===== src/rtl/sum_uart_pkg.sv =====
// Shared UART definitions for the sum transmit path
// and the future receiver stage.
package sum_uart_pkg;

  localparam int unsigned DATA_BITS = 8;
  localparam int unsigned STOP_BITS = 1;
  localparam int unsigned FRAME_BITS =
    1 + DATA_BITS + STOP_BITS;
  localparam int unsigned FRAME_BITS_PAR =
    FRAME_BITS + 1;

  localparam logic [2:0] LAST_BIT =
    3'(DATA_BITS - 1);

  typedef enum logic [2:0] {
    ST_IDLE,
    ST_START,
    ST_DATA,
    ST_PARITY,
    ST_STOP
  } state_e;

endpackage


===== src/rtl/uart_baud_tick.sv =====
// Bit-period timer: tick marks the last cycle of a bit,
// the counter reloads itself on every tick.
module uart_baud_tick #(
  parameter int CLKS_PER_BIT = 87
) (
  input  logic clk,
  input  logic rst_n,
  input  logic restart,
  output logic tick
);

  localparam int CW = $clog2(CLKS_PER_BIT);
  localparam logic [CW-1:0] LAST =
    CW'(CLKS_PER_BIT - 1);

  if (CLKS_PER_BIT < 2) begin : g_bad_cpb
    $error("CLKS_PER_BIT must be at least 2");
  end

  logic [CW-1:0] cnt_q;
  logic [CW-1:0] cnt_d;

  assign tick = !restart && (cnt_q == LAST);

  always_comb begin
    cnt_d = cnt_q + 1'b1;
    if (restart || tick) begin
      cnt_d = '0;
    end
  end

  always_ff @(posedge clk or negedge rst_n) begin
    if (!rst_n) begin
      cnt_q <= '0;
    end else begin
      cnt_q <= cnt_d;
    end
  end

endmodule


===== src/rtl/sum_uart_tx.sv =====
// UART transmitter fed by the sum/latch stage through a
// one-entry holding register; back-to-back frames are gapless.
module sum_uart_tx
  import sum_uart_pkg::*;
#(
  parameter int CLKS_PER_BIT = 87,
  parameter bit PARITY_EN    = 1'b0,
  parameter bit PARITY_ODD   = 1'b0
) (
  input  logic       clk,
  input  logic       rst_n,
  input  logic       in_valid,
  input  logic [7:0] in_data,
  output logic       in_ready,
  output logic       tx,
  output logic       busy,
  output logic       frame_done
);

  state_e     state_q, state_d;
  logic [7:0] hold_q, hold_d;
  logic       hold_full_q, hold_full_d;
  logic [7:0] shift_q, shift_d;
  logic [2:0] idx_q, idx_d;
  logic       par_q, par_d;
  logic       tx_q, tx_d;
  logic       ready_q;
  logic       busy_q, busy_d;
  logic       done_q, done_d;
  logic       tick;
  logic       restart;
  logic       accept;
  logic       load;

  assign restart = (state_q == ST_IDLE);
  assign accept  = in_valid && ready_q;

  uart_baud_tick #(
    .CLKS_PER_BIT(CLKS_PER_BIT)
  ) u_baud (
    .clk    (clk),
    .rst_n  (rst_n),
    .restart(restart),
    .tick   (tick)
  );

  always_comb begin
    state_d = state_q;
    shift_d = shift_q;
    idx_d   = idx_q;
    par_d   = par_q;
    tx_d    = tx_q;
    done_d  = 1'b0;
    load    = 1'b0;
    unique case (state_q)
      ST_IDLE: begin
        tx_d = 1'b1;
        if (hold_full_q) begin
          load = 1'b1;
        end
      end
      ST_START: begin
        if (tick) begin
          state_d = ST_DATA;
          idx_d   = '0;
          tx_d    = shift_q[0];
        end
      end
      ST_DATA: begin
        if (tick) begin
          if (idx_q == LAST_BIT) begin
            if (PARITY_EN) begin
              state_d = ST_PARITY;
              tx_d    = par_q;
            end else begin
              state_d = ST_STOP;
              tx_d    = 1'b1;
            end
          end else begin
            idx_d   = idx_q + 1'b1;
            shift_d = shift_q >> 1;
            tx_d    = shift_q[1];
          end
        end
      end
      ST_PARITY: begin
        if (tick) begin
          state_d = ST_STOP;
          tx_d    = 1'b1;
        end
      end
      ST_STOP: begin
        if (tick) begin
          done_d = 1'b1;
          if (hold_full_q) begin
            load = 1'b1;
          end else begin
            state_d = ST_IDLE;
            tx_d    = 1'b1;
          end
        end
      end
      default: begin
        state_d = ST_IDLE;
        tx_d    = 1'b1;
      end
    endcase
    // a pending byte starts its frame on the same edge
    if (load) begin
      state_d = ST_START;
      tx_d    = 1'b0;
      shift_d = hold_q;
      idx_d   = '0;
      par_d   = (^hold_q) ^ PARITY_ODD;
    end
  end

  always_comb begin
    hold_d      = hold_q;
    hold_full_d = hold_full_q;
    if (load) begin
      hold_full_d = 1'b0;
    end
    if (accept) begin
      hold_full_d = 1'b1;
      hold_d      = in_data;
    end
    busy_d = (state_d != ST_IDLE) || hold_full_d;
  end

  always_ff @(posedge clk or negedge rst_n) begin
    if (!rst_n) begin
      state_q     <= ST_IDLE;
      hold_q      <= '0;
      hold_full_q <= 1'b0;
      shift_q     <= '0;
      idx_q       <= '0;
      par_q       <= 1'b0;
      tx_q        <= 1'b1;
      ready_q     <= 1'b0;
      busy_q      <= 1'b0;
      done_q      <= 1'b0;
    end else begin
      state_q     <= state_d;
      hold_q      <= hold_d;
      hold_full_q <= hold_full_d;
      shift_q     <= shift_d;
      idx_q       <= idx_d;
      par_q       <= par_d;
      tx_q        <= tx_d;
      ready_q     <= !hold_full_d;
      busy_q      <= busy_d;
      done_q      <= done_d;
    end
  end

  assign in_ready   = ready_q;
  assign tx         = tx_q;
  assign busy       = busy_q;
  assign frame_done = done_q;

endmodule


===== config.mk =====
export PLATFORM = sky130hd
export DESIGN_NAME = sum_uart_tx
export DESIGN_NICKNAME = d
export VERILOG_FILES = /design/src/rtl/sum_uart_pkg.sv /design/src/rtl/uart_baud_tick.sv /design/src/rtl/sum_uart_tx.sv
export SDC_FILE = /design/constraint.sdc
export NUM_CORES = 1
export LEC_CHECK = 0
export ABC_AREA = 1
export CORE_MARGIN = 5
export CORE_UTILIZATION = 45
export CTS_CLUSTER_SIZE = 30
export DETAILED_ROUTE_END_ITERATION = 10
export GPL_ROUTABILITY_DRIVEN = 0
export PLACE_DENSITY = 0.74
export SLEW_MARGIN = 20
export SYNTH_ARGS = -nofsm -noshare
export SYNTH_HDL_FRONTEND = slang
export SYNTH_HIERARCHICAL = 1
export SYNTH_SLANG_ARGS = --single-unit

===== constraint.sdc =====
create_clock -name clk -period 2.5 [get_ports clk]
set_input_delay 0.5 -clock clk [delete_from_list [all_inputs] [get_ports clk]]
set_output_delay 0.5 -clock clk [all_outputs]
set_load 0.05 [all_outputs]

==> results.md, run 1 <==
Status:
- The run finished with clean final reports.

Synthesis:
- The most used standard cell by instance count after synthesis is sky130_fd_sc_hd__nand2_1.
- Among all flip-flop cells after synthesis, the most frequent one is sky130_fd_sc_hd__dfrtp_1.
- In the synthesized netlist the async set-or-reset flop fraction comes to 100.0%.
- Sequential elements use 50.86% of the synthesized area.
- The cell area after synthesis is 1675 um^2.
- The mean cell area of the mapped netlist is 8.335 um^2.
- Of all cell types, the one taking the most synthesized area is sky130_fd_sc_hd__dfrtp_1.
- The total number of yosys warnings is 6.
- The unique cell type count in the Yosys netlist is 29.
- The register bit count reported by yosys is 34.
- The share of Yosys cell area claimed by the top area cell type is 49.29%.
- The commonest cells after synthesis are sky130_fd_sc_hd__nand2_1 (52), sky130_fd_sc_hd__dfrtp_1 (33), sky130_fd_sc_hd__nor2_1 (25).
- The number of enable flip-flop cells after synthesis is 0.
- Yosys attributes the largest share of cell area to sky130_fd_sc_hd__dfrtp_1 (49%), sky130_fd_sc_hd__nand2_1 (12%), sky130_fd_sc_hd__nor2_1 (5.6%).
- The gate count after technology mapping is 201.
- Counting every net in the synthesized netlist gives 216.

Critical path:
- STA puts the critical path data required time at 2.68 ns.
- The category of the most critical setup path is reg -> reg.
- The critical path startpoint category is a flip-flop.
- The critical path starts at u_baud/cnt_q[0]$_DFF_PN0_.
- STA puts the critical path data arrival time at 2.33 ns.
- The terminus of the critical flop-to-flop path is busy$_DFF_PN0_.
- The critical path endpoint is busy$_DFF_PN0_.
- Counting cells, the worst reg-to-reg path comes to 11.
- The origin of the critical flop-to-flop path is u_baud/cnt_q[0]$_DFF_PN0_.
- The critical path capture point type is a flip-flop.
- The worst reg-to-reg setup slack is 0.34 ns.
- The largest fanout on the critical path is 18.

CTS:
- TritonCTS built the clock tree.
- CTS placed an instance of sky130_fd_sc_hd__clkbuf_8 at the clock tree root.
- In this run the post-CTS setup repair buffer count came out at 0.
- The post-cts sizing count is 0.
- For this design, the CTS-stage hold fixing added 0 buffers.
- The H-tree was split into 2 levels.
- The clock insertion delay at the later pin of the skew report is 0.29 ns.
- The number of buffers inserted during clock tree synthesis is 5.
- The number of clock sinks is 34.
- The clock passes through at most 2 buffers.
- The register clock-pin slew on the reported worst setup and hold paths is 0.07 ns.

Floorplan:
- The floorplan step set the die height to 71.02 um.
- The effective utilization at floorplan is 46.11%.
- The total die area is 5043 um^2.
- In this run the standard cell core region covers 3633 um^2.
- The number of I/O pins is 15.
- Row generation in the floorplan step produced 22 rows.
- The floorplan die width is 71.02 um.

Pwr:
- The power per cell area is 1003 nW/um^2.
- Summed over all cells, the static leakage comes to 1.040 nW.
- Per report_power, the sequential group accounts for 42.6% of the total.
- The share of total power in the clock network is 30.0%.
- The internal portion of the total power is 1.353 mW.
- In this run switching power makes up 33.23% of total power.
- The net load switching power is 0.6733 mW.
- The share of total power dissipated in combinational logic is 27.4%.
- Across the VDD grid, the largest voltage drop is 0.6417 mV.

Detailed routing:
- For this run, the detailed router's first-pass iteration total came to 4.
- The ratio of routed vias to standard cells is 4.956.
- The routed layout has 1343 vias.
- For this block, the initial DRC count from the detailed router was 68.
- Wires add up to 3.064 mm.
- Once detail routing completed, the nets flagged for antenna violations numbered 0.
- In the final routed layout, each cell accounts on average for 11.31 um.
- The total DRC errors in the routed layout is 0.

Final layout:
- The final antenna diode count is 0.
- The filler cell count in the final layout is 345.
- The finished cells cover 2019 um^2.
- From synthesis to final layout, the design area changed by 20.54%.
- In the final layout, the share of cells above drive strength 1 is 13.00%.
- The final layout contains 237 nets.
- The multi-input combinational cells in the finished layout cover a total of 720.7 um^2.
- Across the whole layout, storage elements account for 852.1 um^2.

STA:
- Setup slack on the critical path of the routed design comes to 0.3449 ns.
- In the final timing run, aggregate negative setup slack is 0 ns.
- The routed design could run at a clock period as short as 2.155 ns.
- The worst max-slew margin expressed relative to the limit is 67.10%.
- For this run, the top clock speed supported by timing is 464.0 MHz.
- The hold violation total from the final report is 0.
- Setup violations remaining at the end of the flow were counted as 0.
- Setup repair after global routing left no endpoint under its margin.
- The share of the cycle needed by the critical path after routing is 86.21%.
- The max-slew violation count is 0.
- At the pin with the least slew margin, the transition time is 0.4919 ns.
- The clock tree skew after final layout is 0.005223 ns.

Place:
- The HPWL after detailed placement is 2.164 mm.
- The placement-stage cell area is 1882 um^2.
- The worst setup timing slack at the placement stage is 0.3642 ns.
- The count of buffers added on input and output ports is 14.

Global route:
- The maximum number of pins on one net before global-route repair is 35.
- The total global routing track utilization is 13.65%.
- The remaining global-route overflow is 0.
- The wire length of the first global-routing pass is 5.430 mm.
- The number of global-route vias before repair is 1295.
- The number of antenna violations at the first check in global routing was 0.

Min path:
- The min-delay analysis places its worst path in the category reg -> reg.

Run:
- The reported max-cap violation count is 0.
[worst max-delay path, stage by stage, from the launching register on]
cell and delay [ns]:
sky130_fd_sc_hd__dfrtp_1 0.44, sky130_fd_sc_hd__inv_1 0.08, sky130_fd_sc_hd__ha_1 0.14, sky130_fd_sc_hd__nand2_1 0.04, sky130_fd_sc_hd__nand3b_4 0.16, sky130_fd_sc_hd__nor2_1 0.30, sky130_fd_sc_hd__inv_2 0.14, sky130_fd_sc_hd__nand2_1 0.10
sky130_fd_sc_hd__nand3_2 0.14, sky130_fd_sc_hd__buf_4 0.24, sky130_fd_sc_hd__a21boi_2 0.17, sky130_fd_sc_hd__nand3_1 0.09
[through the flow]
stage	hold WS (ns)	total power [mW]	utilization [%]	std cells
after floorplan	0.2044	1.270	-	201
after global placement	0.4623	1.408	51.79	263
after detailed placement	0.4699	1.429	51.79	263
after CTS	0.4891	2.046	55.58	271
after global routing	0.5079	2.159	55.58	271
final	0.4885	2.026	55.58	271
[registers in the layout (all words and copies together) (netlist names)]
signal	count
tx	1
frame_done	1
hold_full_q	1
shift_q	8
busy	1
in_ready	1
hold_q	8
u_baud/cnt_q	7
idx_q	3
state_q	3
[how the worst min path moves through the flow]
stage,from,end,depth (start not counted)
after floorplan,rst_n,busy$_DFF_PN0_,0
after global placement,shift_q[6]$_DFFE_PN0P_,shift_q[6]$_DFFE_PN0P_,2
after detailed placement,shift_q[6]$_DFFE_PN0P_,shift_q[6]$_DFFE_PN0P_,2
after CTS,shift_q[5]$_DFFE_PN0P_,shift_q[5]$_DFFE_PN0P_,2
after global routing,shift_q[6]$_DFFE_PN0P_,shift_q[6]$_DFFE_PN0P_,2
final,idx_q[1]$_DFFE_PN0P_,idx_q[1]$_DFFE_PN0P_,2
[cell type report]
class                   instances  area share, %
inverters                      23          4.275
multi-input cells             141          35.69
well taps                      48          2.974
clock buffers                   5          3.408
flip-flops and latches         34          42.19
repair buffers                 17          8.055
clock inverters                 3          3.408
[kinds of logic (layout without fill, tap and decap cells)]
group                    after synthesis  after routing  synth area share [%]
flip-flops                            34             34                 50.86
XOR/XNOR                               3              3                 1.569
adder cells (fa/ha/maj)                4              4                 2.987
buffers and inverters                 26             48                 6.123
AND/OR/NAND/NOR                      109            109                 29.72
AO/OA/AOI/OAI                         25             25                 8.738
[per-layer routing]
metal | GRT usage, % | up-vias | part of all wire [%]
li1 | - | 685 | -
met1 | 15.85 | 622 | 45
met2 | 22.35 | 28 | 48
met3 | 3.409 | 8 | 3.8
met4 | 8.768 | 0 | 2.8
met5 | 0 | - | 0
[cell usage in the layout, fill, tap and decap left out, types with 5 or more instances in the layout]
cell type and instances:
sky130_fd_sc_hd__nand3_1 17, sky130_fd_sc_hd__dfrtp_1 33, sky130_fd_sc_hd__nand2_1 52, sky130_fd_sc_hd__nor2_1 25, sky130_fd_sc_hd__inv_1 19, sky130_fd_sc_hd__clkdlybuf4s50_1 14, sky130_fd_sc_hd__clkbuf_8 5, sky130_fd_sc_hd__o21ai_0 5
sky130_fd_sc_hd__a21oi_1 8, sky130_fd_sc_hd__o21ai_1 7
[power by group through the flow]
stage	Combinational (mW)	Clock (mW)	Sequential (mW)
global route	0.631	0.645	0.883
detailed placement	0.558	0	0.871
CTS	0.562	0.624	0.860
global placement	0.547	0	0.861
floorplan	0.378	0	0.892
finish	0.555	0.608	0.863
Note: power is estimated with default switching activity, not from simulation.
==> inputs of run 2 (changes only) <==
--- a/config.mk
+++ b/config.mk
@@ -6,6 +6,7 @@
 export NUM_CORES = 1
 export LEC_CHECK = 0
 export ABC_AREA = 1
+export ABC_CLOCK_PERIOD_IN_PS = 2500
 export CORE_MARGIN = 5
 export CORE_UTILIZATION = 45
 export CTS_CLUSTER_SIZE = 30
==> results of run 2 <==
The final DEF is identical to that of run 1; final timing and power are the same.
==> inputs of run 3 (changes only) <==
--- a/config.mk
+++ b/config.mk
@@ -7,6 +7,7 @@
 export LEC_CHECK = 0
 export ABC_AREA = 1
 export ABC_CLOCK_PERIOD_IN_PS = 2500
+export CAP_MARGIN = 0
 export CORE_MARGIN = 5
 export CORE_UTILIZATION = 45
 export CTS_CLUSTER_SIZE = 30
==> results of run 3 <==
The final DEF is identical to that of run 1; final timing and power are the same.
